<file path="src/rtl/alu_seq_pkg.sv">
// Shared definitions for the ALU front-end sequencer:
// command codes, FSM states and timeout sizing.
package alu_seq_pkg;

  localparam int ALU_CMD_W = 5;

  localparam logic [ALU_CMD_W-1:0] ALU_OFF = 5'd0;
  localparam logic [ALU_CMD_W-1:0] ALU_ADD = 5'd1;
  localparam logic [ALU_CMD_W-1:0] ALU_SUB = 5'd2;
  localparam logic [ALU_CMD_W-1:0] ALU_AND = 5'd3;
  localparam logic [ALU_CMD_W-1:0] ALU_LSH = 5'd4;

  localparam int TIMEOUT_DEF = 300;

  typedef enum logic [1:0] {
    S_IDLE  = 2'd0,
    S_ISSUE = 2'd1,
    S_WAIT  = 2'd2,
    S_DONE  = 2'd3
  } state_e;

  function automatic int cnt_w(input int t);
    return $clog2(t + 1);
  endfunction

endpackage

</file>
<file path="src/rtl/rr_arb2.sv">
// Two-input round-robin arbiter; the pointer records
// the last granted requester so the other one wins ties.
module rr_arb2 (
  input  logic clk,
  input  logic rst_n,
  input  logic req0,
  input  logic req1,
  input  logic advance,
  output logic gnt_id,
  output logic gnt_vld
);

  logic last;

  // pick the winner: on a tie the one not granted last
  always_comb begin
    gnt_vld = req0 | req1;
    gnt_id  = 1'b0;
    unique case (1'b1)
      (req0 && req1):  gnt_id = ~last;
      (req1 && !req0): gnt_id = 1'b1;
      default:         gnt_id = 1'b0;
    endcase
  end

  // remember who was granted; reset favours requester 0
  always_ff @(posedge clk or negedge rst_n) begin
    if (!rst_n)
      last <= 1'b1;
    else if (advance && gnt_vld)
      last <= gnt_id;
  end

endmodule

</file>
<file path="src/rtl/alu_sequencer.sv">
// Two-requester front end for the shared ALU: arbitrate,
// latch, hold the command while busy, return results.
module alu_sequencer
  import alu_seq_pkg::*;
#(
  parameter int width   = 36,
  parameter int TIMEOUT = TIMEOUT_DEF
) (
  input  logic                 clk,
  input  logic                 reset,
  input  logic                 req0,
  input  logic [ALU_CMD_W-1:0] cmd0,
  input  logic [width-1:0]     op1high0,
  input  logic [width-1:0]     op1_0,
  input  logic [width-1:0]     op2_0,
  output logic                 ack0,
  input  logic                 req1,
  input  logic [ALU_CMD_W-1:0] cmd1,
  input  logic [width-1:0]     op1high1,
  input  logic [width-1:0]     op1_1,
  input  logic [width-1:0]     op2_1,
  output logic                 ack1,
  output logic                 done,
  output logic                 done_id,
  output logic                 err,
  output logic [width-1:0]     res_high,
  output logic [width-1:0]     res_low,
  output logic                 res_ovf,
  output logic                 res_cry0,
  output logic                 res_cry1,
  output logic                 res_zero,
  output logic [ALU_CMD_W-1:0] alu_command,
  output logic [width-1:0]     alu_op1high,
  output logic [width-1:0]     alu_op1,
  output logic [width-1:0]     alu_op2,
  input  logic [width-1:0]     alu_resulthigh,
  input  logic [width-1:0]     alu_resultlow,
  input  logic                 alu_overflow,
  input  logic                 alu_carry0,
  input  logic                 alu_carry1,
  input  logic                 alu_zero,
  input  logic                 alu_busy
);

  localparam int CW = cnt_w(TIMEOUT);
  localparam logic [CW-1:0] LIMIT = CW'(TIMEOUT - 1);
  localparam logic [CW-1:0] SAT   = CW'(TIMEOUT);

  state_e state, nxt;

  logic gnt_id, gnt_vld, arb_adv;
  logic take, capture, abort, drive;
  logic tmo;
  logic [CW-1:0] cnt;

  logic                 l_id;
  logic [ALU_CMD_W-1:0] l_cmd;
  logic [width-1:0]     l_op1h, l_op1, l_op2;

  assign arb_adv = (state == S_IDLE);

  rr_arb2 u_arb (
    .clk     (clk),
    .rst_n   (reset),
    .req0    (req0),
    .req1    (req1),
    .advance (arb_adv),
    .gnt_id  (gnt_id),
    .gnt_vld (gnt_vld)
  );

  // next state and per-cycle strobes
  always_comb begin
    nxt     = state;
    take    = 1'b0;
    capture = 1'b0;
    abort   = 1'b0;
    unique case (state)
      S_IDLE: begin
        if (gnt_vld) begin
          take = 1'b1;
          nxt  = S_ISSUE;
        end
      end
      S_ISSUE: nxt = S_WAIT;
      S_WAIT: begin
        if (!alu_busy) begin
          capture = 1'b1;
          nxt     = S_DONE;
        end else if (cnt == LIMIT) begin
          abort = 1'b1;
          nxt   = S_DONE;
        end
      end
      S_DONE:  nxt = S_IDLE;
      default: nxt = S_IDLE;
    endcase
  end

  // state register
  always_ff @(posedge clk or negedge reset) begin
    if (!reset)
      state <= S_IDLE;
    else
      state <= nxt;
  end

  // ALU is fed only from the latches while an op is live
  always_comb begin
    drive       = (state == S_ISSUE) || (state == S_WAIT);
    alu_command = drive ? l_cmd  : ALU_OFF;
    alu_op1high = drive ? l_op1h : '0;
    alu_op1     = drive ? l_op1  : '0;
    alu_op2     = drive ? l_op2  : '0;
  end

  // latch the winner's command and operands
  always_ff @(posedge clk or negedge reset) begin
    if (!reset) begin
      l_id   <= 1'b0;
      l_cmd  <= ALU_OFF;
      l_op1h <= '0;
      l_op1  <= '0;
      l_op2  <= '0;
    end else if (take) begin
      l_id   <= gnt_id;
      l_cmd  <= gnt_id ? cmd1     : cmd0;
      l_op1h <= gnt_id ? op1high1 : op1high0;
      l_op1  <= gnt_id ? op1_1    : op1_0;
      l_op2  <= gnt_id ? op2_1    : op2_0;
    end
  end

  // one-cycle accept pulses
  always_ff @(posedge clk or negedge reset) begin
    if (!reset) begin
      ack0 <= 1'b0;
      ack1 <= 1'b0;
    end else begin
      ack0 <= take && !gnt_id;
      ack1 <= take &&  gnt_id;
    end
  end

  // saturating busy-cycle counter, cleared at issue
  always_ff @(posedge clk or negedge reset) begin
    if (!reset)
      cnt <= '0;
    else if (state == S_ISSUE)
      cnt <= '0;
    else if (state == S_WAIT && alu_busy && cnt != SAT)
      cnt <= cnt + CW'(1);
  end

  // remembers that the current op was abandoned
  always_ff @(posedge clk or negedge reset) begin
    if (!reset)
      tmo <= 1'b0;
    else if (take)
      tmo <= 1'b0;
    else if (abort)
      tmo <= 1'b1;
  end

  // results and flags are taken from one cycle
  always_ff @(posedge clk or negedge reset) begin
    if (!reset) begin
      res_high <= '0;
      res_low  <= '0;
      res_ovf  <= 1'b0;
      res_cry0 <= 1'b0;
      res_cry1 <= 1'b0;
      res_zero <= 1'b0;
    end else if (capture) begin
      res_high <= alu_resulthigh;
      res_low  <= alu_resultlow;
      res_ovf  <= alu_overflow;
      res_cry0 <= alu_carry0;
      res_cry1 <= alu_carry1;
      res_zero <= alu_zero;
    end else if (abort) begin
      res_high <= '0;
      res_low  <= '0;
      res_ovf  <= 1'b0;
      res_cry0 <= 1'b0;
      res_cry1 <= 1'b0;
      res_zero <= 1'b0;
    end
  end

  // completion pulse with owner and error
  always_ff @(posedge clk or negedge reset) begin
    if (!reset) begin
      done    <= 1'b0;
      done_id <= 1'b0;
      err     <= 1'b0;
    end else begin
      done    <= (state == S_DONE);
      done_id <= (state == S_DONE) && l_id;
      err     <= (state == S_DONE) && tmo;
    end
  end

endmodule

</file>
<file path="config.mk">
export PLATFORM = sky130hd
export DESIGN_NAME = alu_sequencer
export DESIGN_NICKNAME = d
export VERILOG_FILES = /design/src/rtl/alu_seq_pkg.sv /design/src/rtl/rr_arb2.sv /design/src/rtl/alu_sequencer.sv
export SDC_FILE = /design/constraint.sdc
export NUM_CORES = 1
export LEC_CHECK = 0
export CAP_MARGIN = 5
export CORE_AREA = 2 2 193 195
export DETAILED_ROUTE_END_ITERATION = 16
export DIE_AREA = 0 0 195 197
export PLACE_DENSITY_LB_ADDON = 0.3
export SYNTH_ARGS = -nofsm -noshare
export SYNTH_HDL_FRONTEND = slang
export SYNTH_SLANG_ARGS = --single-unit
</file>
<file path="constraint.sdc">
create_clock -name clk -period 2 [get_ports clk]
set_input_delay 0.2 -clock clk [delete_from_list [all_inputs] [get_ports clk]]
set_output_delay 0.2 -clock clk [all_outputs]
set_load 0.02 [all_outputs]
</file>
---- Word-level counts from Yosys, hierarchy flattened ----
Cells that the tools add are included.
W data, S select, Z words.
operators by class
  add/sub/neg operators ................... 1
  eq/ne operators ......................... 7
  mux-type cells .......................... 32
  bitwise gates (word level) .............. 2
  reductions and logical operators ........ 17
operator list
  operator               number
  $mux W36               9
  $mux W9                2
  $mux W1                14
  $mux W5                2
  $add A9 B1 Y9 const B  1
  $eq A9 B9 Y1 const B   1
  $logic_and A1 B1 Y1    9
  $ne A9 B9 Y1 const B   1
  $pmux W2 S4            1
  $mux W2                3
  $reduce_bool A2 Y1     3
  $eq A2 B2 Y1 const B   2
  $ne A3 B3 Y1 const B   1
  $eq A2 B1 Y1 const B   1
  $logic_not A1 Y1       2
  $logic_not A2 Y1       1
  $ne A2 B2 Y1 const B   1
  $pmux W1 S2            1
  $reduce_and A2 Y1      1
  $logic_or A1 B1 Y1     1
  $not A1 Y1             1
  $or A1 B1 Y1           1
storage, ports and cells
  register bits after elaboration ......... 208
  bits of input ports ..................... 307
  output and inout port bits .............. 194
  word-level logic and storage cells ...... 79

---- Depth between registers and ports, before layout ----
  depth after elaboration ................. 6
  mapped depth ............................ 8
  depth with buffers taken out ............ 5

---- Cells and area by module ----
From an unflattened synthesis, not the netlist that was laid out.
unflattened totals
  cells, all modules ...................... 1,136
  area total of the unflattened synthesis .. 10,832.9 µm²
modules (own cells, without submodules)
  module         times used  cells an instance  area each (µm²)  seq. area each (µm²)
  alu_sequencer  1           1,131              10,781.6         5,180.0
  rr_arb2        1           5                  51.3             26.3

---- Least setup slack after synthesis ----
Ideal clock, no wire load.
  path kind ............................... register -> register
  from .................................... register state[0]
  to ...................................... register cnt[0]
  setup time .............................. 0.125 ns
  data arrival time ....................... 1.752 ns
  required time ........................... 1.875 ns
  path slack .............................. 0.122 ns
  stages on the path, launching flop included .. 7
  path buffers ............................ 2
  period minus slack after synthesis ...... 1.878 ns
  cell sequence ........................... dfrtp_1 > inv_1 > ha_1 > clkbuf_1 > clkbuf_1 > o311a_4 > mux2_4
on the way
  word-level cells in the longest chain between the ends .. 4
  elaborated cells on any way between the ends .. 6
  classes of those cells .................. eq/ne: 2; mux: 1; reduce/logical: 3
RTL lines
  element                              line                  source
  from (decl)                          alu_sequencer.sv:49   state_e state, nxt;
  from (signal assigned)               alu_sequencer.sv:105  state <= nxt;
  $eq A2 B2 Y1                         alu_sequencer.sv:151  else if (state == S_WAIT && alu_busy && cnt != SAT)
  $logic_and A1 B1 Y1 (2 in a row)     alu_sequencer.sv:151
  $reduce_bool A2 Y1 (no source line)  -
  to (signal assigned)                 alu_sequencer.sv:152  cnt <= cnt + CW'(1);
  to (decl)                            alu_sequencer.sv:54   logic [CW-1:0] cnt;
Parallel ways exist; a longest one is shown, timed or not.
A chain may end at the register's enable or synchronous reset.

---- Final worst setup path ----
  from .................................... register state[1]
  to ...................................... output port alu_op1[32]
on the way
  word-level cells in the longest chain between the ends .. 3
  elaborated cells on any way between the ends .. 4
  classes of those cells .................. eq/ne: 2; mux: 1; reduce/logical: 1
RTL lines
  element                                       line                  source
  $eq A2 B1 Y1 or $eq A2 B2 Y1 (tied branches)  alu_sequencer.sv:110  drive = (state == S_ISSUE) || (state == S_WAIT);
  $logic_or A1 B1 Y1 (*)                        alu_sequencer.sv:110
  $mux W36 (*)                                  alu_sequencer.sv:113  alu_op1 = drive ? l_op1 : '0;
  to (decl)                                     alu_sequencer.sv:34   output logic [width-1:0] alu_op1,
Mark *: on every way between the ends. The rest lies on a longest branch, timed or not.

==> summary.md <==
| Metric | Value |
|---|---|
| Top-count cell post-synth | `and2_1` |
| Number of nets produced by synthesis | `roughly 1300` |
| Ys flop type | `dfrtp_1` |
| Clock slew at reported path FFs | `approximately 60 ps` |
| Period utilization | `104%` |
| Total setup violations reported at the end of the flow | `51` |
| Most frequent cells after synthesis | `and2_1, dfrtp_1, a221o_1, clkbuf_1, nand2_1` |
| Sequential cell area in the final layout | `0.00521 mm²` |
| Maximum clock frequency | `around 480 MHz` |
| Setup repair after global routing missed its margin | `true` |
| Final hold violations | `0` |
| Power after layout | `between 20 and 30 mW` |
| Placed wire-length estimate after detailed placement | `between 20 and 30 mm` |
| Area of the mapped netlist | `roughly 0.010 mm²` |
| Wire length reported by the detailed router | `between 40 and 50 mm` |
| Data arrival time at the worst-slack endpoint | `about 1900 ps` |
| Yosys synthesis warning count | `0` |
| Worst voltage drop across the vdd grid | `0.000906 V` |
| Cell types occupying the most area after synthesis | `dfrtp_1, and2_1, a221o_1` |
| Tightest slew margin relative to the limit | `65.4%` |
| Layout area overhead | `64.0%` |
| I/O pins | `approximately 500` |
| Average vias per placed instance | `4.97` |
| Number of buffers created by CTS | `25` |
| Initial cell density of the core | `28.6%` |
| Flop and latch count out of synthesis | `roughly 210` |
| Synthesized instance count | `between 1000 and 1500` |
| Number of nets in the final layout | `1818` |
| Die boundary height | `197 µm` |
| Final period demand of the worst path | `roughly 2100 ps` |
| Count of unique library cells instantiated by Yosys | `43` |
| Final instance area | `0.0170 mm²` |
| Data required, critical path | `roughly 1800 ps` |
| Critical path class | `reg2out` |
| Max-slew violation count | `0` |
| Maximum clock path buffer count | `3` |
| Measured slew at the worst slew-check pin | `between 500 and 600 ps` |
| Number of inserted filler cells in the final layout | `3472` |
| Peak fanout along the critical path | `14` |
| Post-synthesis average cell area | `just over 10 µm²` |
| Detailed-route wire length per cell | `approximately 20 µm` |
| Antenna violations before repair | `6` |
| Total power density per cell area | `about 1700 mW/mm²` |
| Horizontal die dimension | `195 µm` |
| Outcome | `finished with violations` |
| Largest net degree at the start of global routing | `between 80 and 90` |
| Final GP Congestion | `about 0.87` |
| Sequential area share after synthesis | `between 50% and 60%` |
| Max H-tree Level | `1` |
| Worst hold-check path type | `in2reg` |
| Cell area reported after detailed placement | `0.0161 mm²` |
| Failing checks | `setup timing` |
| Area leader, netlist | `dfrtp_1` |
| TritonCTS clock tree | `done` |
| Number of synthesized flops with an enable pin | `0` |
| Post-Route Skew | `8.43 ps` |
| Full die area | `slightly below 0.04 mm²` |
| Overall Global Routing Usage | `19.4%` |
| Area inside the core boundary | `approximately 0.036 mm²` |
| Leakage power | `roughly 7.2 nW` |
| Total area of multi-input combinational cells | `between 0.004 and 0.005 mm²` |
| Final Worst Setup Slack | `-87.0 ps` |
| Vias post-DR | `about 10000` |
| Launching element type of the critical path | `flop` |
| Post-route antenna net violation count | `0` |
| Sort of element at the end of the critical path | `primary output` |
| Rows | `70` |
| Post-route DRC | `0` |
| Initial drt markers | `roughly 460` |
| Proportion of layout cells with a drive suffix above 1 | `between 10% and 20%` |
| Async SR Flop Fraction | `between 90% and 100%` |
| GRT overflow | `0` |
| Clock latency of the later-clocked register in the worst-skew pair | `520 ps` |
| Via count of the first global-routing pass | `about 9900` |
| Total iterations of the first detailed-routing run | `4` |
| Max-cap viol count | `0` |
| Number of buffers added on ports | `500` |
| Num Clock Sinks | `about 210` |
| Share of the synthesized area in the top cell type | `~50%` |
| Wire length of the first global-routing pass | `around 59 mm` |
| Root Buffer Master | `clkbuf_16` |
## cell type report
cell class | count | area share [%]
Inverter | 7 | 0.154
Tap cell | 468 | 3.44
Multi-Input combinational cell | 714 | 28.8
Timing Repair Buffer | 548 | 32.0
Sequential cell | 208 | 30.6
Clock buffer | 34 | 4.29
Clock inverter | 10 | 0.632
Antenna cell | 5 | 0.0735
## sequential cells by signal, summed over array words and instances, names as in the netlist, 2 cells and up
signal / flops
state: 2
cnt: 9
res_high: 36
l_cmd: 5
l_op2: 36
res_low: 36
l_op1h: 36
l_op1: 36
## logic make-up after synthesis
family,Yosys count,share of synthesized area [%]
AND/OR/NAND/NOR,416,23.0
AO/OA/AOI/OAI,286,21.7
flip-flops,208,50.2
buffers and inverters,102,3.75
adder cells (fa/ha/maj),7,0.844
multiplexers,5,0.566
## what timing repair did
item | CTS | global route
pin swaps | 0 | 3
buffers inserted | 0 | 7
endpoints found under the setup margin | 112 | 120
cloned | 0 | 5
endpoints found under the hold margin | 43 | 0
gates resized for setup | 361 | 244
hold buffers | 1 | 0
## per-layer routing
| metal | GRT usage [%] | share of wire [%] |
|---|---|---|
| met5 | 0 | 0.039 |
| met3 | 4.86 | 7.3 |
| met4 | 5.74 | 2.8 |
| met1 | 25.3 | 42 |
| met2 | 31.8 | 48 |
## power by group
group / internal (mW) / switching [mW] / total (mW)
clock: 2.80 / 1.83 / 4.63
sequential: 6.06 / 1.27 / 7.34
combinational: 8.18 / 8.06 / 16.2
total: 17.0 / 11.2 / 28.2
## worst paths after layout
path	startpoint	endpoint	slack [ps]	cells after the start
max	state[1]	alu_op1[32]	-90	6
min	alu_busy	cnt[7]	220	4
max reg2reg	cnt[7]	cnt[0]	70	3
min reg2reg	l_id	l_id	480	1
max in group asynchronous	reset	u_arb.last	1130	3
min in group asynchronous	reset	res_low[23]	240	2
## metrics by stage
step	cells	TNS [ps]	hold slack, ps	utilization (%)	setup slack [ps]
after floorplan	1024	0	-95.6	-	122
after global placement	1932	0	230	44.5	57.3
after detailed placement	1932	0	226	44.5	56.9
after CTS	1977	-12540	195	46.6	-214
after global routing	1993	-10490	235	46.9	-192
final	1994	-2750	219	46.9	-87.0
## cells in the final DEF (no fill, tap or decap), types with 2 or more instances in the layout
| cell | n |
|---|---|
| a211oi_1 | 2 |
| a21o_1 | 2 |
| a21oi_1 | 78 |
| a21oi_4 | 2 |
| a221o_1 | 113 |
| a31oi_1 | 2 |
| a41oi_1 | 2 |
| and2_1 | 205 |
| and2_4 | 23 |
| buf_12 | 18 |
| buf_2 | 3 |
| buf_4 | 109 |
| buf_6 | 23 |
| buf_8 | 2 |
| bufinv_16 | 2 |
| clkbuf_1 | 2 |
| clkbuf_16 | 27 |
| clkbuf_2 | 3 |
| clkbuf_8 | 8 |
| clkdlybuf4s50_1 | 385 |
| clkinv_2 | 6 |
| dfrtp_1 | 207 |
| diode_2 | 5 |
| ha_1 | 5 |
| inv_1 | 5 |
| inv_2 | 2 |
| mux2_2 | 3 |
| nand2_1 | 83 |
| nand2b_1 | 2 |
| nand4_1 | 2 |
| nor2_1 | 9 |
| nor2b_1 | 78 |
| nor3_1 | 2 |
| nor4_1 | 2 |
| o211ai_1 | 76 |
## worst max-delay path, stage by stage, from the launching register on
cell	delay [ps]
dfrtp_1	390
inv_2	80
ha_4	240
buf_4	160
clkbuf_16	170
and2_1	170
buf_4	160
No activity file was read; power rests on OpenSTA's default activity.
